===== src/rtl/fft_stage_sequencer_pkg.sv =====
// Shared types, defaults and address arithmetic for the FFT stage sequencer.
package fft_stage_sequencer_pkg;

    localparam int DEFAULT_N     = 256;
    localparam int DEFAULT_LOG2N = 8;
    // Widest supported transform (N = 1024); address math is done at this width.
    localparam int MAX_LOG2N     = 10;

    typedef enum logic [2:0] {
        IDLE  = 3'd0,
        ISSUE = 3'd1,
        DRAIN = 3'd2,
        FIN   = 3'd3
    } state_t;

    typedef struct packed {
        logic [MAX_LOG2N-1:0] addr_a;
        logic [MAX_LOG2N-1:0] addr_b;
        logic [MAX_LOG2N-1:0] tw_idx;
    } bf_addr_t;

    // Radix-2 DIT pair addressing for pair p of a given stage, shifts and masks only.
    // With h = 1<<stage: group g = p>>stage, offset q = p&(h-1),
    // addr_a = g*2h + q, addr_b = addr_a + h, tw_idx = q << (log2n-1-stage).
    function automatic bf_addr_t calc_bf_addr(input logic [3:0]           stage,
                                              input logic [MAX_LOG2N-1:0] p,
                                              input logic [3:0]           log2n);
        logic [MAX_LOG2N-1:0] h;
        logic [MAX_LOG2N-1:0] g;
        logic [MAX_LOG2N-1:0] q;
        bf_addr_t             r;
        h        = MAX_LOG2N'(1) << stage;
        g        = p >> stage;
        q        = p & (h - MAX_LOG2N'(1));
        r.addr_a = (g << (stage + 4'd1)) + q;
        r.addr_b = r.addr_a + h;
        r.tw_idx = q << (log2n - 4'd1 - stage);
        return r;
    endfunction

endpackage


===== src/rtl/fft_stage_sequencer_if.sv =====
// Control/address bundle between the stage sequencer and the shared butterfly.
interface fft_stage_sequencer_if
    import fft_stage_sequencer_pkg::*;
#(
    parameter int LOG2N = DEFAULT_LOG2N
);
    logic                       start;
    logic                       bf_ready;
    logic                       bf_done;
    logic                       bf_valid;
    logic [LOG2N-1:0]           addr_a;
    logic [LOG2N-1:0]           addr_b;
    logic [LOG2N-2:0]           tw_idx;
    logic [$clog2(LOG2N)-1:0]   stage;
    logic                       busy;
    logic                       done;
    logic                       err;

    // Sequencer side.
    modport master (
        input  start, bf_ready, bf_done,
        output bf_valid, addr_a, addr_b, tw_idx, stage, busy, done, err
    );

    // Controller / butterfly side.
    modport slave (
        output start, bf_ready, bf_done,
        input  bf_valid, addr_a, addr_b, tw_idx, stage, busy, done, err
    );
endinterface


===== src/rtl/fft_addr_gen.sv =====
// Combinational butterfly address generator; the parent registers its outputs.
module fft_addr_gen
    import fft_stage_sequencer_pkg::*;
#(
    parameter int LOG2N = DEFAULT_LOG2N
) (
    input  logic [$clog2(LOG2N)-1:0] stage,
    input  logic [LOG2N-2:0]         p,
    output logic [LOG2N-1:0]         addr_a,
    output logic [LOG2N-1:0]         addr_b,
    output logic [LOG2N-2:0]         tw_idx
);
    bf_addr_t full;
    logic     unused_high_bits;

    assign full   = calc_bf_addr(4'(stage), MAX_LOG2N'(p), 4'(LOG2N));
    assign addr_a = full.addr_a[LOG2N-1:0];
    assign addr_b = full.addr_b[LOG2N-1:0];
    assign tw_idx = full.tw_idx[LOG2N-2:0];

    // Bits above LOG2N are always zero for in-range stages; sink them explicitly.
    assign unused_high_bits = ^full;
endmodule


===== src/rtl/fft_stage_sequencer.sv =====
// Sequences the LOG2N radix-2 stages of an N-point FFT over one shared butterfly.
module fft_stage_sequencer
    import fft_stage_sequencer_pkg::*;
#(
    parameter int N     = DEFAULT_N,
    parameter int LOG2N = DEFAULT_LOG2N
) (
    input  logic                  clk,
    input  logic                  reset,
    fft_stage_sequencer_if.master bus
);
    localparam int               SW         = $clog2(LOG2N);
    localparam logic [LOG2N-1:0] HALF       = LOG2N'(N / 2);
    localparam logic [SW-1:0]    LAST_STAGE = SW'(LOG2N - 1);

    state_t           state, state_n;
    logic [SW-1:0]    stage, stage_n;
    logic [LOG2N-1:0] p, p_n;          // next pair to issue; reaches HALF when the stage is fully issued
    logic [LOG2N-1:0] c, c_n;          // butterfly write-backs seen this stage
    logic             valid_q, valid_n;
    logic [LOG2N-1:0] addr_a_q, addr_a_n;
    logic [LOG2N-1:0] addr_b_q, addr_b_n;
    logic [LOG2N-2:0] tw_q, tw_n;
    logic             err_q, err_n;

    logic [LOG2N-1:0] gen_a;
    logic [LOG2N-1:0] gen_b;
    logic [LOG2N-2:0] gen_tw;
    logic             done_ok;

    fft_addr_gen #(.LOG2N(LOG2N)) u_addr_gen (
        .stage  (stage),
        .p      (p[LOG2N-2:0]),
        .addr_a (gen_a),
        .addr_b (gen_b),
        .tw_idx (gen_tw)
    );

    // State and datapath registers, synchronous reset aborts any transform.
    always_ff @(posedge clk) begin
        // NOTE: sequential state uses non-blocking assignments so every register samples pre-edge values.
        if (reset) begin
            state    <= IDLE;
            stage    <= '0;
            p        <= '0;
            c        <= '0;
            valid_q  <= 1'b0;
            addr_a_q <= '0;
            addr_b_q <= '0;
            tw_q     <= '0;
            err_q    <= 1'b0;
        end else begin
            state    <= state_n;
            stage    <= stage_n;
            p        <= p_n;
            c        <= c_n;
            valid_q  <= valid_n;
            addr_a_q <= addr_a_n;
            addr_b_q <= addr_b_n;
            tw_q     <= tw_n;
            err_q    <= err_n;
        end
    end

    // Next-state, issue and completion bookkeeping.
    always_comb begin
        // NOTE: every variable gets a default before the case so no path can infer a latch.
        state_n  = state;
        stage_n  = stage;
        p_n      = p;
        c_n      = c;
        valid_n  = 1'b0;
        addr_a_n = addr_a_q;
        addr_b_n = addr_b_q;
        tw_n     = tw_q;
        err_n    = err_q;

        // A write-back only counts while a stage is open and still owes results.
        done_ok = bus.bf_done && ((state == ISSUE) || (state == DRAIN)) && (c != HALF);
        if (done_ok) begin
            c_n = c + LOG2N'(1);
        end

        case (state)
            IDLE: begin
                if (bus.start) begin
                    state_n = ISSUE;
                    stage_n = '0;
                    p_n     = '0;
                    c_n     = '0;
                    err_n   = 1'b0;
                end
            end
            ISSUE: begin
                // Leaving one cycle after the last request keeps bf_valid inside ISSUE.
                if (p == HALF) begin
                    state_n = DRAIN;
                end else if (bus.bf_ready) begin
                    valid_n  = 1'b1;
                    addr_a_n = gen_a;
                    addr_b_n = gen_b;
                    tw_n     = gen_tw;
                    p_n      = p + LOG2N'(1);
                end
            end
            DRAIN: begin
                if (c_n == HALF) begin
                    if (stage == LAST_STAGE) begin
                        state_n = FIN;
                    end else begin
                        state_n = ISSUE;
                        stage_n = stage + SW'(1);
                        p_n     = '0;
                        c_n     = '0;
                    end
                end
            end
            FIN: begin
                state_n = IDLE;
            end
            default: begin
                state_n = IDLE;
            end
        endcase

        // Unexpected write-back wins over a start clearing err in the same cycle.
        if (bus.bf_done && !done_ok) begin
            err_n = 1'b1;
        end
    end

    assign bus.bf_valid = valid_q;
    assign bus.addr_a   = addr_a_q;
    assign bus.addr_b   = addr_b_q;
    assign bus.tw_idx   = tw_q;
    assign bus.stage    = stage;
    assign bus.busy     = (state == ISSUE) || (state == DRAIN);
    assign bus.done     = (state == FIN);
    assign bus.err      = err_q;
endmodule


===== src/flat_wrapper.sv =====
// flat-port wrapper written by rule: the top's interface ports become plain ports
module fft_stage_sequencer_flat import fft_stage_sequencer_pkg::*;
#(
    parameter int N     = DEFAULT_N,
    parameter int LOG2N = DEFAULT_LOG2N
)
  (clk, reset, bus_start, bus_bf_ready, bus_bf_done, bus_bf_valid, bus_addr_a, bus_addr_b, bus_tw_idx, bus_stage, bus_busy, bus_done, bus_err);
  fft_stage_sequencer_if #(.LOG2N(LOG2N)) bus_i ();
  input  logic clk;
  input  logic reset;
  input wire logic [$bits(bus_i.start)-1:0] bus_start;
  input wire logic [$bits(bus_i.bf_ready)-1:0] bus_bf_ready;
  input wire logic [$bits(bus_i.bf_done)-1:0] bus_bf_done;
  output wire logic [$bits(bus_i.bf_valid)-1:0] bus_bf_valid;
  output wire logic [$bits(bus_i.addr_a)-1:0] bus_addr_a;
  output wire logic [$bits(bus_i.addr_b)-1:0] bus_addr_b;
  output wire logic [$bits(bus_i.tw_idx)-1:0] bus_tw_idx;
  output wire logic [$bits(bus_i.stage)-1:0] bus_stage;
  output wire logic [$bits(bus_i.busy)-1:0] bus_busy;
  output wire logic [$bits(bus_i.done)-1:0] bus_done;
  output wire logic [$bits(bus_i.err)-1:0] bus_err;
  assign bus_i.start = bus_start;
  assign bus_i.bf_ready = bus_bf_ready;
  assign bus_i.bf_done = bus_bf_done;
  assign bus_bf_valid = bus_i.bf_valid;
  assign bus_addr_a = bus_i.addr_a;
  assign bus_addr_b = bus_i.addr_b;
  assign bus_tw_idx = bus_i.tw_idx;
  assign bus_stage = bus_i.stage;
  assign bus_busy = bus_i.busy;
  assign bus_done = bus_i.done;
  assign bus_err = bus_i.err;
  fft_stage_sequencer #(.N(N), .LOG2N(LOG2N)) u_core (.clk(clk), .reset(reset), .bus(bus_i));
endmodule

===== config.mk =====
export PLATFORM = sky130hd
export DESIGN_NAME = fft_stage_sequencer_flat
export DESIGN_NICKNAME = d
export VERILOG_FILES = /design/src/rtl/fft_stage_sequencer_pkg.sv /design/src/rtl/fft_stage_sequencer_if.sv /design/src/rtl/fft_addr_gen.sv /design/src/rtl/fft_stage_sequencer.sv /design/src/flat_wrapper.sv
export SDC_FILE = /design/constraint.sdc
export NUM_CORES = 1
export LEC_CHECK = 0
export ABC_AREA = 1
export ABC_CLOCK_PERIOD_IN_PS = 3800
export CAP_MARGIN = 0
export CORE_MARGIN = 1.5
export CORE_UTILIZATION = 53
export DETAILED_ROUTE_END_ITERATION = 12
export HOLD_SLACK_MARGIN = 0.08
export PLACE_DENSITY = 0.78
export SYNTH_ARGS = -nofsm -noshare
export SYNTH_HDL_FRONTEND = slang
export SYNTH_SLANG_ARGS = --single-unit

===== constraint.sdc =====
create_clock -name clk -period 3.8 [get_ports clk]
set_input_delay 0.57 -clock clk [delete_from_list [all_inputs] [get_ports clk]]
set_output_delay 0.57 -clock clk [all_outputs]
set_load 0.02 [all_outputs]

# Word level (Yosys, flattened, before mapping)
# Index checks and enable logic that the tools add are counted.
# op_classes
addsub	8
n_eq_ne	13
shift	4
mux	24
bitwise_logic	3
n_reduce_logical	16
# op_table
operator	n
8-bit two-way mux	9
8-bit case mux with 3 select lines	1
3-bit two-way mux	6
8-bit by 1-bit adder with 8-bit output, second input constant	2
8-bit adder	2
8-bit == test, second input constant	2
8-bit case mux with 2 select lines	1
2-bit inequality test, second input constant	6
7-bit by 10-bit bitwise AND with 10-bit output	1
1-bit by 3-bit left shift with 10-bit output, first input constant	1
10-bit by 4-bit left shift with 7-bit output	1
10-bit by 4-bit left shift with 8-bit output	1
7-bit by 3-bit right shift with 10-bit output	1
10-bit by 1-bit subtractor with 10-bit output, second input constant	1
3-bit case mux with 3 select lines	1
8-bit inequality test, second input constant	1
3-bit by 2-bit == test with 1-bit output, second input constant	2
3-bit case mux with 2 select lines	1
3-bit AND reduction	2
6-bit AND reduction	1
2-bit nonzero test	3
3-bit by 1-bit adder with 4-bit output, second input constant	1
1-bit two-way mux	4
4-bit AND reduction	1
other kinds (13)	16
# word_totals
register_bits	47
input_bits	5

# Depth between registers and ports, before layout
# Gate-level depths: netlist of run 1.
# depth
word_depth	8
mapped_depth	28
depth_no_buf	28

# Modules after synthesis
# Synthesis of run 1 repeated with hierarchy kept, for this count alone.
# unflattened
cells_unflattened	609
area_unflattened_um2	3915.0
# modules_own_cells
mod	n_inst	cells_each	area_each_um2	seq_area_each_um2
fft_stage_sequencer	1	333	2317.2	920.9
fft_addr_gen	1	276	1597.8	0.0

# Least setup slack after synthesis of run 1
# Ideal clock, no wire load.
# synth_path
kind	register to register
start	register u_core.stage[0], in the netlist u_core.bus.stage[0]
end	register u_core.addr_b_q[7], in the netlist u_core.bus.addr_b[7]
setup_time_ps	109
t_arrival_ps	3867
slack_ps	-176
path_stages_with_launch	24
path_buffers	2
period_less_slack_ps	3976
path_cell_list	dfxtp_1 > inv_1 > clkbuf_1 > ha_1 > clkbuf_1 > inv_1 > nand3_1 > nor2_1 > inv_1 > fa_1 > o21ai_0 > nand2_1 > nand2_1 > a21oi_1 > xnor2_1 > ha_1 > nand2_1 > o21a_1 > nand2_1 > xor2_1 > nand3b_1 > nand3_1 > nand2_1 > inv_1
# synth_between
elab_chain_cells	5
elab_cells_between_ends	8
classes_between	add/sub (4); shift (3); bitwise (1)
# synth_rtl
item	line_no	text
from (decl)	fft_stage_sequencer.sv:17	logic [SW-1:0] stage, stage_n;
from (signal assigned)	fft_stage_sequencer.sv:54	stage <= stage_n;
1-bit by 3-bit left shift with 10-bit output	fft_stage_sequencer_pkg.sv:32	h = MAX_LOG2N'(1) << stage;
10-bit by 1-bit subtractor with 10-bit output	fft_stage_sequencer_pkg.sv:34	q = p & (h - MAX_LOG2N'(1));
7-bit by 10-bit bitwise AND with 10-bit output	fft_stage_sequencer_pkg.sv:34	
8-bit adder (*)	fft_stage_sequencer_pkg.sv:35	r.addr_a = (g << (stage + 4'd1)) + q;
named net u_core.gen_a[6]	fft_stage_sequencer.sv:26	logic [LOG2N-1:0] gen_a;
8-bit adder (*)	fft_stage_sequencer_pkg.sv:36	r.addr_b = r.addr_a + h;
to (signal assigned)	fft_stage_sequencer.sv:59	addr_b_q <= addr_b_n;
to (decl)	fft_stage_sequencer.sv:22	logic [LOG2N-1:0] addr_b_q, addr_b_n;
# Mark *: on every way through the listed nets, which the timed path passes. The rest lies on a longest branch.
# A chain may end at the register's enable or synchronous reset.

# Worst setup path after layout of run 1
# Same ends and word-level chain as after synthesis.

==> results of run 1 <==
-- power by group through the flow --
| stage | Sequential, mW | Clock (mW) | Combinational, mW |
|---|---|---|---|
| floorplan | 0.667 | 0 | 0.949 |
| detailed placement | 0.641 | 0 | 1.31 |
| CTS | 0.626 | 0.347 | 1.35 |
| global placement | 0.635 | 0 | 1.29 |
| global route | 0.636 | 0.363 | 1.65 |
| finish | 0.627 | 0.343 | 1.49 |
-- through the flow --
step / setup TNS [ps] / setup WS, ps / hold slack, ps / cells / total power, mW
floorplan: 0 / 55.1 / 470 / 570 / 1.62
global placement: -88.8 / -88.8 / 452 / 691 / 1.92
detailed placement: -232 / -191 / 457 / 691 / 1.95
CTS: 0 / 19.0 / 471 / 704 / 2.32
global route: -451 / -241 / 500 / 722 / 2.65
finish: 0 / 87.5 / 471 / 722 / 2.46
-- cell usage in the layout, fill, tap and decap left out, types with 4 or more instances in the layout --
cell type,n
buf_4,39
xnor2_1,5
xor2_1,7
inv_1,58
nand2_2,10
a21oi_1,30
ha_4,8
dfxtp_1,40
clkinv_1,4
nor2_4,4
nand2_4,5
o211ai_1,4
o21ai_2,4
inv_2,10
o21ai_0,27
nor2_2,10
a21oi_2,8
nand4_1,10
ha_1,22
clkbuf_8,7
buf_6,6
clkdlybuf4s50_1,34
nand3_1,34
nand2_1,155
nor2_1,47
o21ai_1,8
a31oi_1,4
-- layer usage --
layer	part of all wire	up-vias	global-route usage
met1	0.43	1845	0.383
li1	-	1975	-
met2	0.47	183	0.462
met5	0	-	0
met4	0.031	0	0.0762
met3	0.069	44	0.0375
-- logic make-up (layout without fill, tap and decap cells) --
group / Yosys count / after routing / synth area share
xor+xnor: 15 / 15 / 0.0358
compound gates: 95 / 95 / 0.143
fa+ha+maj: 32 / 32 / 0.113
simple gates: 292 / 292 / 0.362
flops: 46 / 46 / 0.251
buf+inv: 90 / 162 / 0.0946
-- worst min-delay path, stage by stage (launching register included) --
cell and delay [ps]:
dfxtp_1 320, nand2_1 60, a21oi_1 50
-- repair_timing --
item                                    4_1_cts  5_1_grt
buffers inserted                              5       18
pin swaps                                     1       30
resized for setup                             8       69
endpoints found under the setup margin        3        4
-- final timing paths --
kind                                            from                    to  slack [ps]  depth (start not counted)
worst max-delay path             u_core.bus.stage[0]  u_core.bus.addr_b[7]          90                         25
worst min-delay path            u_core.bus.addr_b[4]  u_core.bus.addr_b[4]         470                          2
worst max register to register   u_core.bus.stage[0]  u_core.bus.addr_b[7]          90                         25
worst min register to register  u_core.bus.addr_b[4]  u_core.bus.addr_b[4]         470                          2
-- sequential cells by signal, indices dropped and copies added (netlist names) --
signal               flops
u_core.bus.addr_a        8
u_core.bus.addr_b        8
u_core.p                 8
u_core.bus.stage         3
u_core.bus.err           1
u_core.bus.tw_idx        7
u_core.state             2
u_core.bus.bf_valid      1
u_core.c                 8
-- cell type report --
class / count / area (sq um) / share of cell area
Inverter: 75 / 293 / 0.0613
Clock inverter: 1 / 8.76 / 0.00183
Tap cell: 80 / 100 / 0.0210
Timing Repair Buffer: 79 / 701 / 0.147
Sequential cell: 46 / 936 / 0.196
Multi-Input combinational cell: 434 / 2640 / 0.553
Clock buffer: 7 / 96.3 / 0.0202
==> results.json, run 1 <==
{
  "cp.buffers_inverters": 4,
  "post_dp_cell_area_sq_um": 4210,
  "dp_hpwl_mm": 7.40,
  "grt_setup_unrepaired": "true",
  "grt_pass1_vias": 3674,
  "power_frac_seq": 0.255,
  "drv_slew": 0,
  "hold_viol_final": 0,
  "critPathLaunchType": "flop",
  "max_stage_delay_ps": 400,
  "die-area_sq_um": 7420,
  "core_area_sq_um": 6760,
  "drc_errors": 0,
  "nFillCells": 513,
  "drive_gt1_frac": 0.210,
  "cts_buffer_depth": 2,
  "peakVddDrop_v": 0.000370,
  "ys_top_cells_by_area": "dfxtp_1 25%, nand2_1 17%, ha_1 10%",
  "ys_ff_latch": 46,
  "synth.distinct_cells": 42,
  "yosys_warnings": 0,
  "yosys.area.top_type": "dfxtp_1",
  "gp_congestion": 0.954,
  "overflow": 0,
  "cts_tree": "yes",
  "switching_share": 0.474,
  "grt_max_degree": 24,
  "drtPass1Iterations": 8,
  "grt_usage": 0.280,
  "end_kind": "flop",
  "cts_buffers": 5,
  "p_per_area_nw_per_um2": 516,
  "fin_util": 0.707,
  "fin_nets": 678,
  "syn_nets": 607,
  "criticalPathCategory": "flop to flop",
  "synth.avg_cell_area_sq_um": 6.43,
  "worstPathArrival_ps": 3920,
  "leakagePower_nw": 2.18,
  "p_switching_mw": 1.17,
  "tightest_slew_ps": 606,
  "async_flop_share": 0,
  "clk_latency_ps": 310,
  "die_w_um": 86.2,
  "crit_fanout": 8,
  "final-setup-viol-count": 0,
  "synth_most_common_cell": "nand2_1",
  "netlist.area_leader.share": 0.251,
  "postCtsHoldBufs": 0,
  "row_count": 30,
  "syn_inst": 570,
  "vias": 4047,
  "routed_wl_mm": 10.7,
  "antenna_found_initial": 0,
  "synth_edf_count": 0,
  "crit_family": "simple AND/OR/NAND/NOR gates",
  "power_frac_clock": 0.139,
  "finalClockSkew_ps": 9.31,
  "synth_top_flop_cell": "dfxtp_1",
  "path_clk_slew_ps": 90,
  "cts_root_buf": "clkbuf_8",
  "netlist_area_sq_um": 3660,
  "ctsHtreeMaxLevel": 2,
  "slew_headroom": 0.593,
  "postRouteAntennaNets": 0,
  "finalCritPeriodShare": 0.977,
  "area_growth_pct": 30.3,
  "combPwrFrac": 0.606,
  "routed_via_density": 5.61,
  "design_area_sq_um": 4780,
  "slowest_stage": "fa_2",
  "min_path_type": "flop to flop",
  "io_buffers": 34,
  "synthTopCellsByCount": "163 x nand2_1, 64 x inv_1, 53 x nor2_1",
  "outcome": "complete, no violations",
  "internal_power_mw": 1.29,
  "start_util": 0.542,
  "grt_pass1_wl_mm": 16.8,
  "antenna_cells": 0,
  "wl_per_cell_um": 14.9,
  "min_period_ps": 3710,
  "cap_violations": 0,
  "drtIter0Drc": 459,
  "required_ps": 4010,
  "io_pins": 35,
  "seq_area_frac_synth": 0.251,
  "cts.sinks": 46,
  "max_freq_mhz": 269,
  "die_y_um": 86.2
}
Power figures use the tool's default switching activity.
==> inputs of run 2 (changes only) <==
CORE_MARGIN = 1   (was 1.5)
SLEW_MARGIN = 20   (was default)
TNS_END_PERCENT = 50   (was default)
==> results.json, run 2 (synthesis gave the netlist of run 1 again) <==
{
  "worstPathArrival_ps": 3990,
  "die-area_sq_um": 7250,
  "io_pins": 35,
  "hold_viol_final": 0,
  "area_growth_pct": 27.4,
  "antenna_found_initial": 0,
  "vias": 3961,
  "cts_buffer_depth": 2,
  "min_path_type": "flop to flop",
  "die_y_um": 85.2,
  "row_count": 29,
  "cap_violations": 0,
  "criticalPathCategory": "flop to flop",
  "cts_buffers": 5,
  "dp_hpwl_mm": 7.25,
  "cts.sinks": 46,
  "overflow": 0,
  "finalCritPeriodShare": 0.994,
  "antenna_cells": 0,
  "fin_nets": 668,
  "grt_pass1_wl_mm": 15.8,
  "routed_via_density": 5.59,
  "leakagePower_nw": 2.10,
  "min_period_ps": 3780,
  "cts_tree": "yes",
  "die_w_um": 85.2,
  "fin_setup_tns_ps": 0,
  "ctsHtreeMaxLevel": 2,
  "drtIter0Drc": 369,
  "max_stage_delay_ps": 440,
  "grt_max_degree": 26,
  "outcome": "complete, no violations",
  "stdcell_count": 709,
  "grt_usage": 0.273,
  "grt_setup_unrepaired": "true",
  "drc_errors": 0,
  "slew_headroom": 0.585,
  "cp_common_cell": "nand2_1",
  "drtPass1Iterations": 7,
  "crit_fanout": 8,
  "finalClockSkew_ps": 5.56,
  "postRouteAntennaNets": 0,
  "wl_per_cell_um": 14.5,
  "start_util": 0.564,
  "slowest_stage": "dfxtp_4",
  "path_cells": "clkinvlp_4 -> ha_4 -> nand2_1 -> inv_1 -> nor2_2 -> ha_2 -> inv_1 -> fa_2 -> o21ai_2 -> nand2_1 -> nand2_1 -> a21oi_2 -> xnor2_1 -> ha_1 -> a21oi_2 -> o21a_1 -> nand2_1 -> xor2_1 -> nand3b_1 -> nand3_1 -> nand2_1 -> inv_1",
  "cts_root_buf": "clkbuf_8",
  "io_buffers": 34,
  "final-setup-viol-count": 0,
  "critPathLaunchType": "flop",
  "core_area_sq_um": 6490,
  "required_ps": 4010,
  "p_per_area_nw_per_um2": 529,
  "dp.cells": 681,
  "fin_util": 0.719,
  "final_cell_mix": "153 x nand2_1, 57 x inv_1, 48 x nor2_1, 43 x dfxtp_1",
  "peakVddDrop_v": 0.000373,
  "end_kind": "flop",
  "clk_latency_ps": 310,
  "max_freq_mhz": 265,
  "drv_slew": 0,
  "gp_congestion": 0.939,
  "drive_gt1_frac": 0.195,
  "grt_pass1_vias": 3424,
  "final_common_cell": "nand2_1",
  "routed_wl_mm": 10.3,
  "tightest_slew_ps": 619,
  "path_clk_slew_ps": 90
}
==> run 2: layer usage <==
layer	track usage	wire length, um
met5	0	0
met4	0.102	205
met3	0.0389	804
met2	0.416	4560
met1	0.391	4720
==> run 2: area by class of cell <==
type,instances,area [sq um]
multi-input cells,434,2610
fillers,497,1830
flip-flops and latches,46,930
repair buffers,69,649
inverters,75,290
well taps,77,96.3
clock buffers,7,86.3
clock inverters,1,8.76
==> run 2: power by group <==
part | total [mW] | switching (mW) | internal, mW
Clock | 0.331 | 0.180 | 0.151
Combinational | 1.51 | 0.924 | 0.585
Sequential | 0.630 | 0.0727 | 0.557
Total | 2.47 | 1.18 | 1.29
==> run 2: timing repair <==
| item | CTS | global route |
|---|---|---|
| setup endpoints to repair | 1 | 5 |
| gates resized for setup | 4 | 66 |
| endpoints found under the hold margin | 0 | 0 |
| pin swaps | 0 | 32 |
| setup buffers | 3 | 16 |
| cloned | 0 | 1 |
| hold buffers | 0 | 0 |
==> run 2: critical path: cells and delay by family (launching register included) <==
family | cells | cell delay, ps
xor gates and xnor gates | 2 | 390
DFF | 1 | 440
adders and majority gates | 4 | 1190
buffers and inverters | 4 | 440
AOI/OAI and AO/OA | 4 | 480
and+or+nand+nor | 8 | 740
==> run 2: per-stage QoR <==
step | setup WS [ps] | hold slack (ps) | power [mW] | area, sq um
after floorplan | 55.1 | 470 | 1.62 | 3670
after global placement | 89.6 | 451 | 1.93 | 4160
after detailed placement | -27.1 | 454 | 1.95 | 4160
after CTS | 2.22 | 467 | 2.29 | 4290
after global routing | -209 | 482 | 2.66 | 4670
final | 22.9 | 466 | 2.47 | 4670
==> run 2: worst paths after layout <==
| kind | start | slack, ps | cells after the start | to |
|---|---|---|---|---|
| max | u_core.bus.stage[0] | 20 | 22 | u_core.bus.addr_b[7] |
| min | u_core.bus.addr_b[4] | 470 | 2 | u_core.bus.addr_b[4] |
| min reg2reg | u_core.bus.addr_b[4] | 470 | 2 | u_core.bus.addr_b[4] |
| max reg2reg | u_core.bus.stage[0] | 20 | 22 | u_core.bus.addr_b[7] |
==> inputs of run 3 (changes only) <==
PLACE_DENSITY = 0.85   (was 0.78)
==> results.json, run 3 (synthesis gave the netlist of run 1 again) <==
{
  "outcome": "complete, no violations",
  "postRouteAntennaNets": 0,
  "drv_slew": 0,
  "ctsHtreeMaxLevel": 2,
  "grt_max_degree": 32,
  "leakagePower_nw": 2.08,
  "drtIter0Drc": 448,
  "stdcell_count": 699,
  "cts.sinks": 46,
  "grt_setup_unrepaired": "true",
  "worstHoldEndpoint": "u_core.bus.addr_b[1]",
  "tightest_slew_ps": 627,
  "required_ps": 3980,
  "criticalPathCategory": "flop to flop",
  "cts_buffer_depth": 2,
  "die-area_sq_um": 7250,
  "slowest_stage": "fa_2",
  "critPathLaunchType": "flop",
  "antenna_cells": 0,
  "worstPathArrival_ps": 3850,
  "area_growth_pct": 25.0,
  "crit_family": "adder cells",
  "postCtsHoldBufs": 0,
  "cts_tree": "yes",
  "cp.buffers_inverters": 3,
  "core_area_sq_um": 6490,
  "finalCritPeriodShare": 0.967,
  "antenna_found_initial": 0,
  "wl_per_cell_um": 15.0,
  "vias": 4019,
  "peakVddDrop_v": 0.000423,
  "grt_usage": 0.273,
  "hp-start": "u_core.bus.addr_b[1]",
  "path_clk_slew_ps": 100,
  "finalClockSkew_ps": 11.3,
  "end_kind": "flop",
  "die_y_um": 85.2,
  "fin_setup_tns_ps": 0,
  "max_freq_mhz": 272,
  "r2r_setup_slack_ps": 130,
  "routed_via_density": 5.75,
  "hold_viol_final": 0,
  "grt_pass1_vias": 3537,
  "fin_util": 0.705,
  "drtPass1Iterations": 6,
  "p_per_area_nw_per_um2": 543,
  "power.total_mw": 2.49,
  "dp.cells": 681,
  "final_common_cell": "nand2_1",
  "io_buffers": 34,
  "io_pins": 35,
  "drive_gt1_frac": 0.162,
  "overflow": 0,
  "path_cells": "clkbuf_16 -> o21ai_4 -> nand2_1 -> nand2_1 -> inv_1 -> nand2_2 -> nand2_4 -> nor3_4 -> ha_2 -> inv_2 -> fa_2 -> xnor2_1 -> ha_1 -> nand2_1 -> nand2_1 -> a21oi_2 -> o21ai_0 -> a21oi_1 -> xor2_1 -> a22oi_1",
  "row_count": 29,
  "cap_violations": 0,
  "cts_root_buf": "clkbuf_8",
  "min_path_type": "flop to flop",
  "min_period_ps": 3670,
  "drc_errors": 0,
  "cts_buffers": 5,
  "crit_fanout": 6,
  "hold_depth": 2,
  "fin_nets": 658,
  "grt_pass1_wl_mm": 16.1,
  "slew_headroom": 0.579,
  "rr_startpoint": "u_core.bus.stage[0]",
  "die_w_um": 85.2,
  "max_stage_delay_ps": 400,
  "final-setup-viol-count": 0,
  "cp_common_cell": "nand2_1",
  "final_cell_mix": "159 x nand2_1, 59 x inv_1, 47 x nor2_1, 40 x dfxtp_1, 36 x nand3_1",
  "clk_latency_ps": 320,
  "routed_wl_mm": 10.5,
  "gp_congestion": 0.984,
  "start_util": 0.564,
  "rr_endpoint": "u_core.bus.addr_b[6]",
  "r2r_cells": 20,
  "dp_hpwl_mm": 7.21
}
[run 3: layer usage]
| metal | vias up | track usage | routed length, um |
|---|---|---|---|
| li1 | 1936 | - | - |
| met1 | 1821 | 0.378 | 4530 |
| met2 | 229 | 0.445 | 4930 |
| met3 | 33 | 0.0360 | 817 |
| met4 | 0 | 0.0817 | 211 |
| met5 | - | 0 | 0 |
[run 3: layout make-up]
class	count	area (sq um)
clock inverters	3	48.8
inverters	75	292
fillers	479	1910
repair buffers	59	576
flip-flops and latches	46	936
well taps	77	96.3
multi-input cells	434	2560
clock buffers	5	68.8
[run 3: worst reg2reg max path, delay by kind of cell (launching register included)]
family                     cells  cell delay [ps]
xor gates and xnor gates       2              580
buffers and inverters          3              250
and+or+nand+nor                7              610
AOI/OAI and AO/OA              5              740
DFF                            1              390
adders and majority gates      3              970
[run 3: how the worst max path moves through the flow]
stage                              startpoint                   end  slack, ps  cells past startpoint
after floorplan           u_core.bus.stage[0]  u_core.bus.addr_b[7]         60                     23
after global placement    u_core.bus.stage[1]  u_core.bus.addr_b[7]         90                     20
after detailed placement  u_core.bus.stage[1]  u_core.bus.addr_b[7]        -20                     21
after CTS                 u_core.bus.stage[2]  u_core.bus.addr_b[7]         30                     24
after global routing      u_core.bus.stage[0]  u_core.bus.addr_b[7]       -110                     26
final                     u_core.bus.stage[0]  u_core.bus.addr_b[6]        130                     20
[run 3: stage by stage]
step | cell area, sq um | worst slack, ps | hold WS [ps]
2_1_floorplan | 3670 | 55.1 | 470
3_3_place_gp | 4160 | 92.0 | 452
3_5_place_dp | 4160 | -15.2 | 454
4_1_cts | 4310 | 28.5 | 469
5_1_grt | 4580 | -114 | 486
6_report | 4580 | 126 | 466
[run 3: power by group]
part	internal (mW)	switching, mW	total [mW]
sequential	0.557	0.0714	0.628
combinational	0.549	0.914	1.46
clock	0.201	0.197	0.398
total	1.31	1.18	2.49
[run 3: timing repair]
action	in CTS	in global routing
buffers inserted	1	7
resized for setup	5	51
pin swaps	2	17
endpoints found under the setup margin	1	3
gates cloned	0	2
